<file path="config.mk">
export PLATFORM = sky130hd
export DESIGN_NAME = serial_adder_ctrl
export DESIGN_NICKNAME = d
export VERILOG_FILES = /design/src/rtl/serial_adder_pkg.sv /design/src/rtl/serial_adder_step_tick_gen.sv /design/src/rtl/serial_adder_ctrl.sv
export SDC_FILE = /design/constraint.sdc
export NUM_CORES = 1
export LEC_CHECK = 0
export CAP_MARGIN = 20
export CORE_MARGIN = 1.5
export CORE_UTILIZATION = 55
export DETAILED_ROUTE_END_ITERATION = 8
export GPL_ROUTABILITY_DRIVEN = 0
export PLACE_DENSITY_LB_ADDON = 0.25
export SLEW_MARGIN = 20
export SYNTH_ARGS = -nofsm -noshare
export SYNTH_HDL_FRONTEND = slang
export SYNTH_SLANG_ARGS = --single-unit
</file>
<file path="constraint.sdc">
create_clock -name CLK_IN -period 3.24 [get_ports CLK_IN]
set_input_delay 0.81 -clock CLK_IN [delete_from_list [all_inputs] [get_ports CLK_IN]]
set_output_delay 0.81 -clock CLK_IN [all_outputs]
set_load 0.005 [all_outputs]
</file>
<file path="src/rtl/serial_adder_pkg.sv">
// serial_adder_pkg
//   Shared definitions for the serial adder sequencer and its helpers.
//   - state_e : FSM state encoding (IDLE / SHIFT / DONE, 2 bits)
//   - clog2   : ceiling log2, used to size counters and the bit index
package serial_adder_pkg;

  typedef enum logic [1:0] {
    ST_IDLE  = 2'd0,
    ST_SHIFT = 2'd1,
    ST_DONE  = 2'd2
  } state_e;

  // Number of bits needed to hold values 0..v-1 (returns 0 for v <= 1).
  function automatic int clog2(input int v);
    int r;
    int x;
    r = 0;
    x = v - 1;
    while (x > 0) begin
      r = r + 1;
      x = x >> 1;
    end
    return r;
  endfunction

endpackage

</file>
<file path="src/rtl/serial_adder_step_tick_gen.sv">
// step_tick_gen
//   Clock-enable divider: produces a one-cycle TICK every DIV cycles of
//   CLK_IN while EN is high, so slow logic stays in the CLK_IN domain
//   instead of running on a derived clock.
// Ports:
//   CLK_IN : system clock, rising edge
//   RST_N  : asynchronous active-low reset
//   EN     : count while high; the counter holds and TICK stays low otherwise
//   CLR    : synchronous clear of counter and TICK (wins over EN)
//   TICK   : registered enable pulse, high for one cycle per DIV enabled cycles
module step_tick_gen
  import serial_adder_pkg::*;
#(
  parameter int DIV = 4
) (
  input  logic CLK_IN,
  input  logic RST_N,
  input  logic EN,
  input  logic CLR,
  output logic TICK
);

  localparam int CNT_W = (DIV > 1) ? clog2(DIV) : 1;
  localparam logic [CNT_W-1:0] CNT_LAST = CNT_W'(DIV - 1);

  logic [CNT_W-1:0] count_q;
  logic             tick_q;

  // Counter runs 0..DIV-1 while enabled and wraps on its last value. The
  // pulse is registered, so it appears in the cycle after the counter sat
  // on DIV-1; this keeps TICK glitch-free for whatever consumes it.
  always_ff @(posedge CLK_IN or negedge RST_N) begin
    if (!RST_N) begin
      count_q <= '0;
      tick_q  <= 1'b0;
    end else if (CLR) begin
      count_q <= '0;
      tick_q  <= 1'b0;
    end else if (EN) begin
      tick_q  <= (count_q == CNT_LAST);
      count_q <= (count_q == CNT_LAST) ? '0 : count_q + CNT_W'(1);
    end else begin
      tick_q  <= 1'b0;
    end
  end

  assign TICK = tick_q;

endmodule

</file>
<file path="src/rtl/serial_adder_ctrl.sv">
// serial_adder_ctrl
//   Sequencer for a bit-serial adder. On an accepted START the operands and
//   carry-in are captured, then one bit per step tick is added LSB first
//   through a carry flip-flop. The parallel sum and carry-out are published
//   together with a one-cycle DONE pulse.
// Ports:
//   CLK_IN  : system clock, rising edge
//   RST_N   : asynchronous active-low reset
//   START   : operation request, only looked at in IDLE
//   ABORT   : synchronous cancel, only honoured in SHIFT
//   A_IN    : operand A, captured on START acceptance
//   B_IN    : operand B, captured on START acceptance
//   CIN     : carry-in, captured on START acceptance
//   BUSY    : high in SHIFT and DONE
//   DONE    : one-cycle result-valid pulse
//   SUM_OUT : registered sum (mod 2^WIDTH), held until the next completion
//   COUT    : registered carry-out, held with SUM_OUT
//   SUM_BIT : sum bit produced by the most recent step
//   BIT_IDX : index of the bit being added
module serial_adder_ctrl
  import serial_adder_pkg::*;
#(
  parameter int WIDTH = 8,
  parameter int DIV   = 4
) (
  input  logic                      CLK_IN,
  input  logic                      RST_N,
  input  logic                      START,
  input  logic                      ABORT,
  input  logic [WIDTH-1:0]          A_IN,
  input  logic [WIDTH-1:0]          B_IN,
  input  logic                      CIN,
  output logic                      BUSY,
  output logic                      DONE,
  output logic [WIDTH-1:0]          SUM_OUT,
  output logic                      COUT,
  output logic                      SUM_BIT,
  output logic [clog2(WIDTH)-1:0]   BIT_IDX
);

  localparam int IDX_W = clog2(WIDTH);
  localparam logic [IDX_W-1:0] IDX_LAST = IDX_W'(WIDTH - 1);

  state_e           state_q;
  logic [WIDTH-1:0] a_q;
  logic [WIDTH-1:0] b_q;
  logic [WIDTH-1:0] sum_q;
  logic             carry_q;
  logic [IDX_W-1:0] idx_q;
  logic             busy_q;
  logic             done_q;
  logic [WIDTH-1:0] sumOut_q;
  logic             cout_q;
  logic             sumBit_q;

  logic             tick;
  logic             tickEn;
  logic             tickClr;
  logic             sumBit_d;
  logic             carry_d;
  logic [WIDTH-1:0] sum_d;

  // The divider only runs during SHIFT and restarts from zero on every
  // accepted START and on ABORT, so each operation sees identical step timing.
  assign tickEn  = (state_q == ST_SHIFT);
  assign tickClr = ((state_q == ST_IDLE) && START) ||
                   ((state_q == ST_SHIFT) && ABORT);

  step_tick_gen #(
    .DIV (DIV)
  ) u_tick (
    .CLK_IN (CLK_IN),
    .RST_N  (RST_N),
    .EN     (tickEn),
    .CLR    (tickClr),
    .TICK   (tick)
  );

  // Full-adder bit on the current LSBs; the new sum bit enters the sum
  // register at the MSB so after WIDTH steps bit 0 lands at the LSB.
  always_comb begin
    sumBit_d = a_q[0] ^ b_q[0] ^ carry_q;
    carry_d  = (a_q[0] & b_q[0]) | (a_q[0] & carry_q) | (b_q[0] & carry_q);
    sum_d    = {sumBit_d, sum_q[WIDTH-1:1]};
  end

  // FSM with all outputs registered. DONE is a single-cycle state; ABORT
  // drops straight back to IDLE leaving the previous result untouched.
  always_ff @(posedge CLK_IN or negedge RST_N) begin
    if (!RST_N) begin
      state_q  <= ST_IDLE;
      a_q      <= '0;
      b_q      <= '0;
      sum_q    <= '0;
      carry_q  <= 1'b0;
      idx_q    <= '0;
      busy_q   <= 1'b0;
      done_q   <= 1'b0;
      sumOut_q <= '0;
      cout_q   <= 1'b0;
      sumBit_q <= 1'b0;
    end else begin
      done_q <= 1'b0;
      case (state_q)
        ST_IDLE: begin
          if (START) begin
            a_q     <= A_IN;
            b_q     <= B_IN;
            carry_q <= CIN;
            idx_q   <= '0;
            busy_q  <= 1'b1;
            state_q <= ST_SHIFT;
          end
        end
        ST_SHIFT: begin
          if (ABORT) begin
            idx_q   <= '0;
            busy_q  <= 1'b0;
            state_q <= ST_IDLE;
          end else if (tick) begin
            a_q      <= a_q >> 1;
            b_q      <= b_q >> 1;
            sum_q    <= sum_d;
            carry_q  <= carry_d;
            sumBit_q <= sumBit_d;
            if (idx_q == IDX_LAST) begin
              idx_q    <= '0;
              sumOut_q <= sum_d;
              cout_q   <= carry_d;
              done_q   <= 1'b1;
              state_q  <= ST_DONE;
            end else begin
              idx_q <= idx_q + IDX_W'(1);
            end
          end
        end
        ST_DONE: begin
          busy_q  <= 1'b0;
          state_q <= ST_IDLE;
        end
        default: begin
          busy_q  <= 1'b0;
          state_q <= ST_IDLE;
        end
      endcase
    end
  end

  assign BUSY    = busy_q;
  assign DONE    = done_q;
  assign SUM_OUT = sumOut_q;
  assign COUT    = cout_q;
  assign SUM_BIT = sumBit_q;
  assign BIT_IDX = idx_q;

endmodule

</file>
Yosys cells after proc, flatten, opt, wreduce, memory -nomap -nowiden
Cells that the tools add are included.
Word-level totals
  input bits: 21
  flip-flop bits (word level): 45
Cells by class
  add/sub/neg operators: 2
  equal/unequal tests: 9
  bitwise gates (word level): 8
  reductions and logical operators: 12
  multiplexer cells: 34
Operator list (number)
  two-way mux 8 bit: 6
  case mux 8 bit (2 select lines): 2
  two-way mux 2 bit: 7
  two-way mux 3 bit: 4
  two-way mux 1 bit: 11
  AND reduction 3 bit: 3
  AND reduction 4 bit: 2
  inequality test 2 bit (second input constant): 3
  inequality test 3 x 2 -> 1 bit (second input constant): 2
  case mux 3 bit (2 select lines): 1
  case mux 1 bit (2 select lines): 2
  case mux 2 bit (2 select lines): 1
  nonzero test 2 bit: 2
  adder 3 x 1 -> 3 bit (second input constant): 1
  AND 1 bit: 3
  == test 3 bit (second input constant): 1
  adder 2 x 1 -> 2 bit (second input constant): 1
  == test 2 x 1 -> 1 bit (second input constant): 1
  == test 2 bit (second input constant): 1
  logical AND 1 bit: 2
  zero test 2 bit: 1
  inequality test 2 x 1 -> 1 bit (second input constant): 1
  bitwise OR 1 bit: 2
  AND reduction 2 bit: 1
  3 further kinds: 4

Depth between registers and ports, before layout
  depth after elaboration: 6
  mapped depth: 6

Cells and area by module
From an unflattened synthesis, not the netlist that was laid out.
Second synthesis, totals
  cells, all modules: 145
  area total of the unflattened synthesis: 1915.6 sq um
Modules (own cells, without submodules)
  serial_adder_ctrl: instances 1, cells an instance 135, area an instance 1794.2 sq um
  step_tick_gen: instances 1, cells an instance 10, area an instance 121.4 sq um

Worst setup path after synthesis
OpenSTA, ideal clock, no wires.
  path kind: input to register
  start point: in ABORT
  end point: reg sumOut_q[0] (netlist: SUM_OUT[0])
  stages on the path: 5
  data required time: 3.115 ns
  path slack: 1.379 ns
  setup time: 0.125 ns
  arrival time: 1.736 ns
  buffers on the path: 1
  path through: nor4bb_2 -> buf_6 -> nand2_4 -> clkinv_2 -> mux2_2
Between the ends
  longest elaborated chain between the ends: 2
Ends and longest elaborated chain
  from (decl): RTL line serial_adder_ctrl.sv:29  | input logic ABORT,
  NOT 1 bit (no source line)
  AND reduction 4 bit (no source line)
  to (signal assigned): RTL line serial_adder_ctrl.sv:128  | sumOut_q <= sum_d;
  to (decl): RTL line serial_adder_ctrl.sv:52  | logic [WIDTH-1:0] sumOut_q;
Every way passes these cells.
A chain may end at the register's enable or synchronous reset.

Worst setup path after layout
  start point: in ABORT
  end point: reg b_q[5]
Between the ends
  longest elaborated chain between the ends: 2
Ends and longest elaborated chain
  inequality test 2 bit (no source line)
  AND reduction 4 bit (no source line)
  to (signal assigned): RTL line serial_adder_ctrl.sv:122  | b_q <= b_q >> 1;
  to (decl): RTL line serial_adder_ctrl.sv:46  | logic [WIDTH-1:0] b_q;
Every way passes these cells.

==> flow_summary.yaml <==
run_status:
  status: "finished, final reports clean"
synthesis:
  synth_area_mm2: 0.00196
  syn_inst: 148
  ys_seq_elements: 43
  yosysSeqAreaShare: 0.548
  synth-edff-count: 0
  synth_top_flop_cell: "dfrtp_1"
  synth_top_area_frac: 0.548
  synth-warning-count: 0
  ys_top_cells_by_count: "43 x dfrtp_1, 15 x mux2i_1, 15 x nor3_1"
  yosys.area.top_type: "dfrtp_1"
  synth.most_common_cell: "dfrtp_1"
  postSynthAreaPerCell_um2: 13.3
  synthArstFlopShare: 1.00
  syn_nets: 173
  yosysUniqueCellTypes: 30
  synthTopCellsByArea: "dfrtp_1 55%, mux2i_1 7.7%, mux2_2 6.9%"
setup_path:
  cp.arrival_ns: 2.58
  crit_family: "buffers and inverters"
  worst-path-buf-inv: 3
  crit_fanout: 24
  cp_common_cell: "buf_4"
  worst_path_max_delay_cell: "clkdlybuf4s50_1"
  endpoint_kind: "flop"
  cp_slowest_stage_delay_ns: 0.58
  start_kind: "primary input"
  worstSetupPathType: "in -> reg"
  worst_ep_required_time_ns: 3.49
  path_cells: "clkdlybuf4s50_1 > nor4bb_4 > buf_4 > or2_1 > buf_4 > a21oi_1"
clock_network:
  clk_latency_ns: 0.35
  cts_num_sinks: 43
  cts_tree: "done"
  cts_buffer_depth: 2
  cts_setup_buffers: 0
  cts-hold-fix-buffers: 0
  root_buffer: "clkbuf_4"
  cts-resized-gates: 0
  clk_pin_slew_ns: 0.12
  cts_inserted_buffers: 5
  htree_levels: 2
final_layout:
  area_growth_syn_to_layout_pct: 24.0
  num-fill-cells: 243
  multi_input_area_um2: 807
  regArea_mm2: 0.00108
  fin_cells: 233
  diodes: 0
  finalNetCount: 211
  utilization: 0.718
  drive_gt1_frac: 0.209
detailed_routing:
  drtIter0Drc: 33
  finalWirelength_um: 3670
  drcViolationCount: 0
  vias: 1277
  final_antenna_net_count: 0
  wl_per_cell_um: 15.8
  first_pass_iters: 4
  viasPerCell: 5.48
timing:
  hold_violations: 0
  fin_crit_sh: 0.721
  slew_headroom: 0.375
  finalSetupViolations: 0
  fin_crit_ns: 2.34
  rsz0062_at_grt: "no"
  setup-tns-final_ns: 0
  worstMarginPinSlew_ns: 0.937
  clock_skew_ns: 0.00883
  max_freq_mhz: 428
  drv_slew: 0
floorplan:
  die-area_mm2: 0.00393
  chipHeight_um: 62.7
  core_mm2: 0.00339
  die_x_um: 62.7
  initial_utilization: 0.579
  ios: 36
  core.rowCount: 21
pwr:
  combPwrFrac: 0.204
  ir_drop_v: 0.000383
  seq_power_share: 0.493
  power_density_mw_per_mm2: 554
  internal_power_uw: 994
  p_clk_frac: 0.303
  swShare: 0.262
  power.net_switching_uw: 353
  p_leak_uw: 0.00113
grt:
  grt_max_degree: 44
  grt_pass1_vias: 1363
  antenna_found_initial: 0
  grt_pass1_wl_um: 6390
  grt_overflow: 0
  grt_util_all_layers: 0.210
min_path:
  hold_class: "reg -> reg"
placed_design:
  hpwlAfterDp_um: 2540
  placedCellCount: 225
  io_buffers: 35
flow_run:
  cap_violations: 0
==> worst paths after layout <==
path,from,to,slack [ns],cells after the start
worst max-delay path,ABORT,b_q[5]$_DFFE_PN0P_,0.90,6
worst min-delay path,SUM_OUT[2]$_DFFE_PN0P_,SUM_OUT[2]$_DFFE_PN0P_,0.50,1
worst max register to register,state_q[1]$_DFFE_PN0P_,b_q[5]$_DFFE_PN0P_,1.47,5
worst min register to register,SUM_OUT[2]$_DFFE_PN0P_,SUM_OUT[2]$_DFFE_PN0P_,0.50,1
max in group asynchronous,RST_N,b_q[3]$_DFFE_PN0P_,2.07,1
min in group asynchronous,RST_N,u_tick.TICK$_DFF_PN0_,0.58,1
==> routing by layer <==
layer | share of wire | GRT usage | vias up
li1 | - | - | 605
met1 | 0.42 | 0.244 | 641
met2 | 0.53 | 0.383 | 27
met3 | 0.036 | 0.0432 | 4
met4 | 0.012 | 0.0750 | 0
met5 | 0 | 0 | -
==> cell type report <==
cell class,instances,share of cell area
clock inverters,2,0.0247
well taps,46,0.0237
flip-flops and latches,43,0.442
repair buffers,39,0.154
clock buffers,6,0.0170
multi-input cells,93,0.332
inverters,4,0.00668
==> power groups by stage <==
stage / clock network (µW) / logic (µW) / registers (µW)
after floorplan: 0 / 190 / 660
after global placement: 0 / 262 / 668
after detailed placement: 0 / 276 / 674
after CTS: 418 / 280 / 665
after global routing: 445 / 300 / 675
final: 408 / 275 / 664
==> logic make-up after synthesis <==
logic type,count (synthesis),synth area share
flip-flops,43,0.548
multiplexers,34,0.186
AND/OR/NAND/NOR,32,0.0995
AO/OA/AOI/OAI,23,0.0912
buffers and inverters,12,0.0459
adder cells (fa/ha/maj),4,0.0293
==> worst reg2reg max path: cells and delay by family (launching register included) <==
family | cells | cell delay (ns)
AOI/OAI and AO/OA | 1 | 0.09
DFF | 1 | 0.49
buffers and inverters | 2 | 0.52
and+or+nand+nor | 2 | 0.57
==> stage by stage <==
stage               worst slack (ns)  total power (µW)  area, µm²  hold slack, ns
floorplan                       1.38               850       1960           0.463
global placement               0.608               931       2330           0.472
detailed placement             0.528               950       2330           0.475
CTS                            0.907              1360       2430           0.503
global route                   0.824              1420       2430           0.519
finish                         0.905              1350       2430           0.500
==> cell usage in the layout, fill, tap and decap left out, types with 2 or more instances in the layout <==
cell type | netlist | final
clkbuf_4 | 0 | 5
nor2_1 | 3 | 3
nor3b_1 | 2 | 2
mux2_2 | 12 | 12
buf_4 | 0 | 4
nand2_1 | 3 | 3
nor3_1 | 15 | 15
a22o_1 | 2 | 2
bufinv_16 | 0 | 2
mux2i_1 | 15 | 15
a21oi_2 | 9 | 9
a21oi_1 | 8 | 8
and2b_1 | 2 | 2
ha_1 | 3 | 3
mux2_1 | 7 | 7
inv_1 | 3 | 3
clkdlybuf4s50_1 | 0 | 34
dfrtp_1 | 43 | 43
==> flip-flops by register name (all words and copies together), names as in the netlist <==
register,count
SUM_BIT,1
a_q,8
COUT,1
b_q,8
carry_q,1
u_tick.TICK,1
BUSY,1
BIT_IDX,3
state_q,2
sum_q,6
SUM_OUT,8
u_tick.count_q,2
DONE,1
No activity file was read; power rests on OpenSTA's default activity.
